<file path="src/rtl/mod_counter.sv">
// rtl/mod_counter.sv - up/down modulo counter with programmable limit, wrap/saturate modes
// Optional prescaler compiled in with `define MOD_COUNTER_PRESCALE_EN (PRESCALE enabled cycles per step).
module mod_counter #(
  parameter int WIDTH    = 8,
  parameter int PRESCALE = 4
) (
  input  logic             clock,
  input  logic             reset_L,
  input  logic             en,
  input  logic             clear,
  input  logic             load,
  input  logic             up,
  input  logic             sat,
  input  logic [WIDTH-1:0] D,
  input  logic [WIDTH-1:0] limit,
  output logic [WIDTH-1:0] Q,
  output logic             at_end,
  output logic             wrap,
  output logic             sat_hit
);

  // Counting is requested only when neither clear nor load owns the edge.
  logic step_en;
  logic tick;
  logic at_top;
  logic at_zero;

  assign step_en = en & ~clear & ~load;

  // PRESCALE outside 2..256 has no meaning; the block below marks such a build.
  generate
    if ((PRESCALE < 2) || (PRESCALE > 256)) begin : g_prescale_out_of_range
    end
  endgenerate

`ifdef MOD_COUNTER_PRESCALE_EN
  localparam int PW = $clog2(PRESCALE);
  localparam logic [PW-1:0] PRE_LAST = PW'(PRESCALE - 1);

  logic [PW-1:0] pre_cnt;

  // Prescaler: counts enabled cycles, restarts on clear/load/reset and after each step.
  always_ff @(posedge clock or negedge reset_L) begin
    if (!reset_L) begin
      pre_cnt <= '0;
    end else if (clear || load) begin
      pre_cnt <= '0;
    end else if (en) begin
      pre_cnt <= (pre_cnt == PRE_LAST) ? '0 : pre_cnt + 1'b1;
    end
  end

  assign tick = step_en & (pre_cnt == PRE_LAST);
`else
  assign tick = step_en;
`endif

  // Range compares; Q may sit above limit after limit is lowered, so up uses >=.
  assign at_top  = (Q >= limit);
  assign at_zero = (Q == '0);
  assign at_end  = up ? at_top : at_zero;

  // Count state: clear beats load beats step; wrap is a one-cycle pulse after a wrap step.
  always_ff @(posedge clock or negedge reset_L) begin
    if (!reset_L) begin
      Q       <= '0;
      wrap    <= 1'b0;
      sat_hit <= 1'b0;
    end else if (clear) begin
      Q       <= '0;
      wrap    <= 1'b0;
      sat_hit <= 1'b0;
    end else if (load) begin
      Q    <= (D > limit) ? limit : D;
      wrap <= 1'b0;
    end else begin
      wrap <= 1'b0;
      if (tick) begin
        if (up) begin
          if (!at_top) begin
            Q <= Q + 1'b1;
          end else if (!sat) begin
            Q    <= '0;
            wrap <= 1'b1;
          end else begin
            sat_hit <= 1'b1;
          end
        end else begin
          if (!at_zero) begin
            Q <= Q - 1'b1;
          end else if (!sat) begin
            Q    <= limit;
            wrap <= 1'b1;
          end else begin
            sat_hit <= 1'b1;
          end
        end
      end
    end
  end

endmodule

</file>
<file path="config.mk">
export PLATFORM = sky130hd
export DESIGN_NAME = mod_counter
export DESIGN_NICKNAME = d
export VERILOG_FILES = /design/src/rtl/mod_counter.sv
export SDC_FILE = /design/constraint.sdc
export NUM_CORES = 1
export LEC_CHECK = 0
export ABC_CLOCK_PERIOD_IN_PS = 2550
export CELL_PAD_IN_SITES_DETAIL_PLACEMENT = 0
export CELL_PAD_IN_SITES_GLOBAL_PLACEMENT = 1
export CORE_UTILIZATION = 36
export DETAILED_ROUTE_END_ITERATION = 6
export PLACE_DENSITY = 0.77
export SYNTH_ARGS = -nofsm -noshare
export SYNTH_HDL_FRONTEND = slang
export SYNTH_SLANG_ARGS = --single-unit
</file>
<file path="constraint.sdc">
create_clock -name clock -period 2.55 [get_ports clock]
set_clock_uncertainty 0.1 [all_clocks]
set_input_delay 0.51 -clock clock [delete_from_list [all_inputs] [get_ports clock]]
set_output_delay 0.51 -clock clock [all_outputs]
set_load 0.05 [all_outputs]
</file>
* Word level (Yosys, flattened, before mapping)
Cells that the tools add are included.
** Operators by class
- Add/subtract/negate cells :: 2
- $lt $le $gt $ge :: 2
- Equal/unequal tests :: 4
- Multiplexer cells :: 24
- Bitwise gates (word level) :: 4
- Reduce and logical (&&, ||, !) cells :: 6
** Operators with widths (count)
- $mux 8 :: 9
- $mux 1 :: 15
- $ne 5x5->1 const B :: 2
- $add 8x1->8 const B :: 1
- $ge 8x8->1 :: 1
- $gt 8x8->1 :: 1
- $logic_not 8->1 :: 1
- $sub 8x1->8 const B :: 1
- $reduce_bool 3->1 :: 2
- $reduce_and 4->1 :: 1
- $ne 3x2->1 const B :: 1
- $reduce_and 3->1 :: 1
- $and 1x1->1 :: 2
- $ne 2x2->1 const B :: 1
- $not 1->1 :: 2
- $reduce_bool 2->1 :: 1
** Storage, ports and cells
- Bits in registers :: 10
- Input port bits :: 23
- Output and inout bits :: 11
- Word-level logic and storage cells :: 45

* Logic depth before layout (Yosys ltp)
Gate-level depths: netlist of the first run.
- Word-level depth :: 6
- Gate-level depth with buffers :: 11

* Worst setup path before layout of the first run
No wires, ideal clock.
- Kind :: register -> output
- Start :: reg Q[0]
- End :: out at_end
- Data arrival time :: 2252 ps
- Path slack :: -312 ps
- Stages on the path, launching flop included :: 8
- Path through :: dfrtp_1 -> inv_1 -> ha_1 -> or4b_4 -> buf_6 -> nor2_8 -> buf_6 -> o22a_1
** Between the ends
- Cells in the longest elaborated chain, start to end :: 2
** Ends and longest elaborated chain
- from (decl) :: RTL line 16 : output logic [WIDTH-1:0] Q,
- from (signal assigned) :: RTL line 74 : Q <= (D > limit) ? limit : D;
- from (signal assigned) :: RTL line 81 : Q <= Q + 1'b1;
- from (signal assigned) :: RTL line 90 : Q <= Q - 1'b1;
- $ge 8x8->1 / $logic_not 8->1 (equally long branches) :: RTL line 59, 60
- $mux 1 (*) :: RTL line 61 : assign at_end = up ? at_top : at_zero;
- to (decl) :: RTL line 17 : output logic at_end,
Every way passes the cells marked *; elsewhere a longest branch is shown, timed or not.

* Worst setup path in the final report of the first run
- Start :: in limit[7]
- End :: out at_end
** Between the ends
- Cells in the longest elaborated chain, start to end :: 2
** Ends and longest elaborated chain
- from (decl) :: RTL line 15 : input logic [WIDTH-1:0] limit,
- $ge 8x8->1 :: RTL line 59 : assign at_top = (Q >= limit);
- $mux 1 :: RTL line 61
No other way between the ends.

==> qor.yml, run 1 <==
outcome:
  outcome: "finished, final reports clean"
yosys:
  synth-main-ff-cell: "dfrtp_1"
  ys_seq_elements: 10
  syn-cell-area_um2: 1370
  netlist.area_leader.share: 0.182
  ys_seq_area_frac: 0.182
  yosys-top-cells-count: "ha_1 (19), inv_1 (15), nor2_1 (14), a21oi_1 (13), o21ai_0 (12)"
  synth_warnings: 0
  synth_area_leader_cell: "dfrtp_1"
  synth_edf_count: 0
  postSynthAreaPerCell_um2: 8.02
  synth_top_cells_by_area: "dfrtp_1 (18%), ha_1 (17%), a21oi_1 (4.7%)"
  synth_fp_nets: 213
  syn_inst: 171
  synthArstFlopShare: 1.00
  ys_types: 43
  yosysMostFrequentCell: "ha_1"
critical_path:
  ff2ff_path_depth: 11
  r2r-start: "Q[7]"
  endpoint: "at_end"
  crit_type: "input port to primary output"
  crit_arrival_ns: 1.91
  cp-start-kind: "input port"
  worstSetupEndpointType: "primary output"
  ff2ff_setup_slack_ns: 0.10
  critical_path.max_fanout: 2
  reg2reg_to: "Q[1]"
  crit_required_ns: 1.94
  cp-startpoint: "limit[7]"
clock_tree:
  insertion_delay_ns: 0.24
  path_clk_slew_ns: 0.06
  clock_path_buffers: 2
  cts_root_buffer: "clkbuf_8"
  cts_tree: "yes"
  cts_max_level: 1
  cts_buffers: 3
  numClockSinks: 10
  cts_hold_buf: 0
power:
  comb_power_share: 0.657
  p_sw_mw: 0.528
  ir_drop_mv: 0.320
  power_density_nw_per_um2: 510
  p_clk_frac: 0.173
  seq_power_share: 0.170
  power_mw: 1.23
  power_leakage_nw: 1.04
  p_int_mw: 0.704
  switching_share: 0.428
drt:
  wire_per_inst_um: 16.8
  vias_per_cell: 5.63
  antenna_left: 0
  drc_errors: 0
  drtPass1Iterations: 4
  drtIter0Drc: 111
  route.final.wire_length_um: 5060
  vias: 1696
placed_design:
  pre_cts_ws_ns: -0.564
  gp_congestion: 0.906
  dp_hpwl_um: 3710
  portBuffers: 33
  placed_cell_area_um2: 2030
grt:
  busiest_layer: "met2"
  use_met3: 0.0417
  antenna_found_initial: 0
  grtUsageTotal: 0.256
  gr-total-overflow: 0
  grtUsageMet1: 0.294
  grt_pass1_vias: 1700
  met2_usage: 0.467
  grt_max_degree: 13
  grt_first_pass_wirelength_um: 8020
timing:
  relSlewSlack: 0.632
  min_period_ns: 2.52
  period_share: 0.987
  finalSetupViolCount: 0
  fmax_ghz: 0.397
  worst_pin_slew_ns: 0.551
  holdWs_ns: 0.412
  slew_viol_final: 0
  setup_ws_ns: 0.0325
  hold_viol_final: 0
die:
  dieArea_um2: 4060
  num_rows: 22
  fp.dieH_um: 63.7
  core_um2: 3660
  start_util: 0.375
  die_w_um: 63.7
  io_pins: 34
worst_hold_path:
  hp-start: "sat_hit"
  min_path_type: "flop to flop"
finish:
  design_area_um2: 2410
  diodes: 0
  final_core_utilization: 0.660
  syn_to_final_growth_pct: 76.1
  nets: 296
  num-fill-cells: 299
  layout-drive-gt1-share: 0.458
job:
  drv_cap: 0
-- power by group through the flow --
| stage | combinational [mW] | clock [mW] | sequential [mW] |
|---|---|---|---|
| 4_1_cts | 0.741 | 0.213 | 0.210 |
| 5_1_grt | 0.867 | 0.223 | 0.211 |
| 3_3_place_gp | 0.651 | 0 | 0.205 |
| 2_1_floorplan | 0.330 | 0 | 0.290 |
| 6_report | 0.810 | 0.213 | 0.209 |
| 3_5_place_dp | 0.661 | 0 | 0.207 |
-- cell usage in the layout (no fill, tap or decap), types with 6 or more instances in the layout --
| master | instances |
|---|---|
| buf_4 | 49 |
| clkdlybuf4s50_1 | 19 |
| nor2_1 | 14 |
| a21oi_1 | 11 |
| o21ai_0 | 10 |
| ha_4 | 10 |
| nand2_1 | 9 |
| ha_1 | 9 |
| nor3_1 | 8 |
| inv_2 | 7 |
| inv_1 | 7 |
| o21ai_1 | 7 |
| a211oi_2 | 6 |
| dlygate4sd2_1 | 6 |
-- flip-flops by register name, summed over array words and instances, names as in the netlist --
name and count:
wrap 1, Q 8, sat_hit 1
-- logic make-up (layout without fill, tap and decap cells) --
family,Yosys count,count (layout),share of synthesized area
AOI/OAI and AO/OA,57,57,0.290
and+or+nand+nor,56,56,0.218
buffers and inverters,21,103,0.0748
adders and majority gates,19,19,0.173
DFF,10,10,0.182
muxes,6,6,0.0484
xor gates and xnor gates,2,2,0.0128
-- critical path, cell delays in order --
cell and delay, ns:
buf_2 0.11, inv_2 0.08, ha_4 0.21, and3_4 0.18, nand2_2 0.07, nand4b_1 0.16
buf_4 0.18, o22a_4 0.25, buf_12 0.15
-- worst min path at each step --
stage	endpoint	slack, ns	cells after the start
floorplan	Q[0]	0.11	0
global placement	sat_hit	0.39	2
detailed placement	sat_hit	0.40	2
CTS	sat_hit	0.42	2
global route	sat_hit	0.49	2
finish	sat_hit	0.41	2
-- metrics by stage --
stage                     setup TNS (ns)  instances
after floorplan                        0        171
after global placement             -4.54        284
after detailed placement           -4.96        284
after CTS                        -0.0334        295
after global routing             -0.0114        301
final                                  0        301
-- per-layer routing --
layer | vias up | share of wire
met5 | - | 0
met4 | 0 | 0.029
met3 | 14 | 0.053
met2 | 78 | 0.52
met1 | 800 | 0.40
li1 | 804 | -
-- repair_timing --
action,4_1_cts,5_1_grt
pin swaps,23,15
setup endpoints to repair,10,9
gates cloned,0,0
buffers inserted,7,8
gates resized for setup,57,18
-- area by class of cell --
| cell class | instances | area [um^2] | area share |
|---|---|---|---|
| inverter | 15 | 58.8 | 0.0244 |
| clock buffer | 4 | 55.1 | 0.0228 |
| timing repair buffer | 84 | 718 | 0.297 |
| tap | 48 | 60.1 | 0.0249 |
| sequential | 10 | 256 | 0.106 |
| multi-input combinational | 140 | 1270 | 0.524 |
No activity file was read; power rests on OpenSTA's default activity.
==> run 2, diff against run 1 <==
GPL_TIMING_DRIVEN = 0   (was not set)
==> qor.yml, run 2 (synthesis results as in run 1) <==
outcome:
  outcome: "complete, but fails checks"
  violations: "negative setup slack"
timing:
  hold_viol_final: 0  # unchanged
  period_share: 1.01  # +0.0222
  finalSetupViolCount: 1  # +1
  tns_ns: -0.0241  # -0.0241 ns
  slew_viol_final: 0  # unchanged
  rsz0062_at_grt: "true"
  relSlewSlack: 0.534  # -0.0977
  min_period_ns: 2.57  # +0.0566 ns
  fmax_ghz: 0.388  # -2.2%
  worst_pin_slew_ns: 0.696  # +0.146 ns
  setup_ws_ns: -0.0241  # -0.0566 ns
die:
  die_w_um: 63.7  # unchanged
  num_rows: 22  # unchanged
  fp.dieH_um: 63.7  # unchanged
  core_um2: 3660  # unchanged
  io_pins: 34  # unchanged
  start_util: 0.375  # unchanged
  dieArea_um2: 4060  # unchanged
placed_design:
  dp_hpwl_um: 3360  # -9.6%
  gp_congestion: 0.817  # -9.8%
  portBuffers: 33  # unchanged
  placedCellCount: 252  # -11%
  placed_cell_area_um2: 1780  # -12%
  pre_cts_ws_ns: -1.07  # -0.509 ns
critical_path:
  critical_path.max_fanout: 4  # +2
  max_stage_delay_ns: 0.42  # +0.17 ns
  cp-start-kind: "flop"
  worstSetupEndpointType: "primary output"
  crit_arrival_ns: 1.96  # +0.05 ns
  crit_slowest_cell: "dfrtp_2"
  crit_required_ns: 1.94  # about the same
  crit_type: "flop to primary output"
  ff2ff_path_depth: 10  # -1
  path_cells: "buf_6 > ha_4 > nor2b_1 > o211ai_1 > a31oi_4 > o22a_4 > buf_8"
drt:
  drc_errors: 0  # unchanged
  antenna_left: 0  # unchanged
  route.final.wire_length_um: 4610  # -8.8%
  vias_per_cell: 5.72  # +1.6%
  wire_per_inst_um: 16.7  # -0.54%
  drtPass1Iterations: 4  # unchanged
  vias: 1580  # -6.8%
  drtIter0Drc: 91  # -18%
clock_tree:
  cts_root_buffer: "clkbuf_8"
  cts_max_level: 1  # unchanged
  path_clk_slew_ns: 0.05  # about the same
  insertion_delay_ns: 0.24  # about the same
  cts_tree: "yes"
  cts_hold_buf: 0  # unchanged
  clock_path_buffers: 2  # unchanged
  cts_buffers: 3  # unchanged
  numClockSinks: 10  # unchanged
finish:
  layout_common_cells: "clkdlybuf4s50_1 (22), buf_4 (19), ha_1 (17)"
  layout_commonest_cell: "clkdlybuf4s50_1"
  final_cells: 276  # -8.3%
  largest_reg_flops: 8  # unchanged
  top_regs: "Q x8, sat_hit x1, wrap x1"
  design_area_um2: 2130  # -12%
  layout-drive-gt1-share: 0.320  # -0.138
  diodes: 0  # unchanged
  largest_register: "Q"
  syn_to_final_growth_pct: 55.5
  nets: 271  # -8.4%
power:
  p_int_mw: 0.624  # -11%
  power_mw: 1.12  # -9.3%
  switching_share: 0.441  # +0.0128
  p_clk_frac: 0.180  # +0.007
  seq_power_share: 0.201  # +0.031
  power_density_nw_per_um2: 524  # +2.7%
  p_sw_mw: 0.493  # -6.6%
  power_leakage_nw: 0.892  # -15%
  comb_power_share: 0.619  # -0.038
  ir_drop_mv: 0.289  # -9.7%
job:
  drv_cap: 0  # unchanged
grt:
  grtUsageTotal: 0.248  # -0.00822
  antenna_found_initial: 0  # unchanged
  grt_pass1_vias: 1657  # -2.5%
  grt_first_pass_wirelength_um: 7720  # -3.8%
  grt_max_degree: 11  # -2
  gr-total-overflow: 0  # unchanged
worst_hold_path:
  min_path_type: "flop to flop"
  whs_path_depth: 2  # unchanged
[run 2: changes by cell type in the layout (fill, tap and decap cells not counted), sizes merged]
| cell | delta |
|---|---|
| clkdlybuf4s50 | +3 |
| clkdlybuf4s15 | +4 |
| dlygate4sd2 | -1 |
| buf | -30 |
| dlymetal6s2s | -2 |
| o22ai | +1 |
[run 2: path summary, 6_finish.rpt]
check                        start       to  slack (ns)
setup / recovery              Q[1]   at_end       -0.02
min in group asynchronous  reset_L     wrap        0.49
setup reg to reg              Q[1]     Q[5]        0.05
hold reg to reg            sat_hit  sat_hit        0.43
max in group asynchronous  reset_L     Q[7]        1.51
hold / removal             sat_hit  sat_hit        0.43
[run 2: area by class of cell]
class	instances	area, um^2
clock buffer	4	55.1
buffer	5	41.3
sequential	10	256
multi-input combinational	141	1180
tap	48	60.1
timing repair buffer	53	483
fill	342	1530
inverter	15	58.8
[run 2: per-stage QoR]
step | hold slack, ns | utilization
2_1_floorplan | 0.114 | -
3_3_place_gp | 0.397 | 0.485
3_5_place_dp | 0.419 | 0.485
4_1_cts | 0.430 | 0.567
5_1_grt | 0.459 | 0.582
6_report | 0.431 | 0.582
[run 2: power groups by stage]
stage,Combinational [mW],Sequential [mW],Clock (mW)
after global placement,0.563,0.228,0
final,0.692,0.225,0.201
after CTS,0.673,0.224,0.206
after floorplan,0.330,0.290,0
after global routing,0.750,0.228,0.217
after detailed placement,0.574,0.229,0
[run 2: worst max-delay path, delay by kind of cell (launching register included)]
family	cells	cell delay, ns
adders and majority gates	1	0.20
AOI/OAI and AO/OA	3	0.70
DFF	1	0.42
and+or+nand+nor	1	0.12
buffers and inverters	2	0.28
[run 2: metal layers]
| metal | part of all wire | vias up | track usage |
|---|---|---|---|
| met2 | 0.49 | 54 | 0.443 |
| met4 | 0.035 | 0 | 0.0938 |
| met5 | 0 | - | 0 |
| met3 | 0.045 | 21 | 0.0435 |
| li1 | - | 754 | - |
| met1 | 0.42 | 751 | 0.289 |
[run 2: repair_timing]
item | in CTS | in global routing
cloned | 1 | 0
resized for setup | 58 | 3
endpoints found under the setup margin | 9 | 9
pin swaps | 18 | 4
setup buffers | 15 | 5
==> run 3, diff against run 2 <==
CELL_PAD_IN_SITES_DETAIL_PLACEMENT = 2   (was 0)
CELL_PAD_IN_SITES_GLOBAL_PLACEMENT = 2   (was 1)
CORE_UTILIZATION = 28   (was 36)
PLACE_DENSITY = 0.76   (was 0.77)
==> qor.yml, run 3 (synthesis results as in run 1) <==
grt:
  antenna_found_initial: 0  # unchanged
  grt_first_pass_wirelength_um: 10100  # +30%
  grtUsageTotal: 0.259  # +0.0109
  grt_pass1_vias: 1825  # +10%
  grt_max_degree: 11  # unchanged
  gr-total-overflow: 0  # unchanged
power:
  p_int_mw: 0.698  # +12%
  ir_drop_mv: 0.271  # -6.3%
  power_leakage_nw: 1.03  # +15%
  p_sw_mw: 0.631  # +28%
  p_clk_frac: 0.169  # -0.011
  switching_share: 0.475  # +0.0336
  comb_power_share: 0.662  # +0.043
  power_density_nw_per_um2: 547  # +4.4%
  seq_power_share: 0.168  # -0.033
placed_design:
  portBuffers: 33  # unchanged
  pre_cts_ws_ns: -1.15  # -0.0798 ns
  dp_hpwl_um: 4290  # +28%
  gp_congestion: 0.873  # +6.8%
  placedCellCount: 271  # +7.5%
finish:
  diodes: 0  # unchanged
  layout_common_cells: "buf_4 (28), clkdlybuf4s50_1 (15), nor2_1 (14)"
  nets: 282  # +4.1%
  layout-drive-gt1-share: 0.448  # +0.128
  largest_register: "Q"
  final_core_utilization: 0.514  # -0.0685
  num-fill-cells: 488  # +43%
  final_cells: 306  # +11%
  layout_commonest_cell: "buf_4"
  largest_reg_flops: 8  # unchanged
  top_regs: "Q x8, sat_hit x1, wrap x1"
  syn_to_final_growth_pct: 77.0
die:
  io_pins: 34  # unchanged
  dieArea_um2: 5180  # +28%
  core_um2: 4720  # +29%
  start_util: 0.290  # -0.0842
  fp.dieH_um: 72.0  # +13%
  die_w_um: 72.0  # +13%
  num_rows: 25  # +14%
drt:
  wire_per_inst_um: 25.7  # +54%
  route.final.wire_length_um: 7860  # +70%
  vias: 1792  # +13%
  drc_errors: 0  # unchanged
  drtPass1Iterations: 4  # unchanged
  vias_per_cell: 5.86  # +2.3%
  antenna_left: 0  # unchanged
  drtIter0Drc: 120  # +32%
critical_path:
  critical_path_buf_inv_count: 3  # +1
  crit_type: "flop to flop"
  crit_arrival_ns: 2.75  # +0.79 ns
  crit_slowest_cell: "or4b_4"
  cp_top_family: "compound AO/OA/AOI/OAI gates"
  ff2ff_setup_slack_ns: -0.14  # -0.19 ns
  cp-start-kind: "flop"
  critical_path.max_fanout: 6  # +2
  crit_required_ns: 2.61  # +0.67 ns
  worstSetupEndpointType: "flop"
  max_stage_delay_ns: 0.53  # +0.11 ns
  path_cells: "inv_4 > ha_2 > or4b_4 > buf_4 > buf_4 > o21ai_0 > a21oi_1 > a211oi_2 > a211oi_2 > o21ai_1"
job:
  drv_cap: 0  # unchanged
timing:
  period_share: 1.06  # +0.0457
  finalSetupViolCount: 8  # +7
  rsz0062_at_grt: "true"
  holdWs_ns: 0.426  # -0.00486 ns
  min_period_ns: 2.69  # +0.117 ns
  setup_ws_ns: -0.141  # -0.117 ns
  worst_pin_slew_ns: 0.935  # +0.238 ns
  fmax_ghz: 0.372  # -4.3%
  hold_viol_final: 0  # unchanged
  tns_ns: -0.446  # -0.421 ns
  relSlewSlack: 0.374  # -0.160
  slew_viol_final: 0  # unchanged
clock_tree:
  cts_tree: "yes"
  cts_hold_buf: 0  # unchanged
  cts_max_level: 1  # unchanged
  cts_root_buffer: "clkbuf_8"
  insertion_delay_ns: 0.26  # +0.02 ns
  numClockSinks: 10  # unchanged
  clock_path_buffers: 2  # unchanged
  path_clk_slew_ns: 0.07  # +0.02 ns
  cts_buffers: 3  # unchanged
worst_hold_path:
  min_path_type: "flop to flop"
outcome:
  outcome: "complete, but fails checks"
  violations: "negative setup slack"
run 3: power groups by stage:
| stage | Clock, mW | Combinational, mW | Sequential [mW] |
|---|---|---|---|
| global placement | 0 | 0.569 | 0.226 |
| finish | 0.225 | 0.880 | 0.224 |
| detailed placement | 0 | 0.598 | 0.227 |
| floorplan | 0 | 0.330 | 0.290 |
| CTS | 0.222 | 0.726 | 0.222 |
| global route | 0.227 | 0.921 | 0.227 |
run 3: final cells by class:
cell class / instances / area (um^2) / share of cell area
Buffer: 5 / 45.0 / 0.0186
Clock buffer: 4 / 55.1 / 0.0227
Sequential cell: 10 / 256 / 0.106
Tap cell: 67 / 83.8 / 0.0345
Timing Repair Buffer: 64 / 583 / 0.240
Inverter: 15 / 58.8 / 0.0242
Multi-Input combinational cell: 141 / 1350 / 0.554
run 3: worst paths after layout:
kind,startpoint,end,cells after the start
setup / recovery,Q[0],Q[4],10
hold / removal,sat_hit,sat_hit,2
setup reg to reg,Q[0],Q[4],10
hold reg to reg,sat_hit,sat_hit,2
max in group asynchronous,reset_L,Q[1],1
min in group asynchronous,reset_L,Q[5],1
run 3: routing by layer:
metal | global-route usage | vias to the layer above | wire [um]
met5 | 0 | - | 0
met4 | 0.0566 | 0 | 274
met3 | 0.0222 | 20 | 373
met2 | 0.472 | 65 | 4100
met1 | 0.331 | 929 | 3100
li1 | - | 778 | -
run 3: worst reg2reg max path: cells and delay by family (launching register included):
| kind | cells | cell delay, ns |
|---|---|---|
| AO/OA/AOI/OAI | 5 | 0.92 |
| AND/OR/NAND/NOR | 1 | 0.53 |
| buffers and inverters | 3 | 0.42 |
| flip-flops | 1 | 0.42 |
| adder cells (fa/ha/maj) | 1 | 0.21 |
run 3: stage by stage:
| step | area [um^2] | total power, mW |
|---|---|---|
| 2_1_floorplan | 1390 | 0.620 |
| 5_1_grt | 2430 | 1.37 |
| 4_1_cts | 2180 | 1.17 |
| 3_5_place_dp | 1800 | 0.825 |
| 6_report | 2430 | 1.33 |
| 3_3_place_gp | 1800 | 0.795 |
run 3: what timing repair did:
action | CTS | global route
resized for setup | 68 | 34
buffers inserted | 17 | 13
gates cloned | 1 | 1
endpoints found under the setup margin | 9 | 9
hold endpoints to repair | 0 | 0
pin swaps | 16 | 12
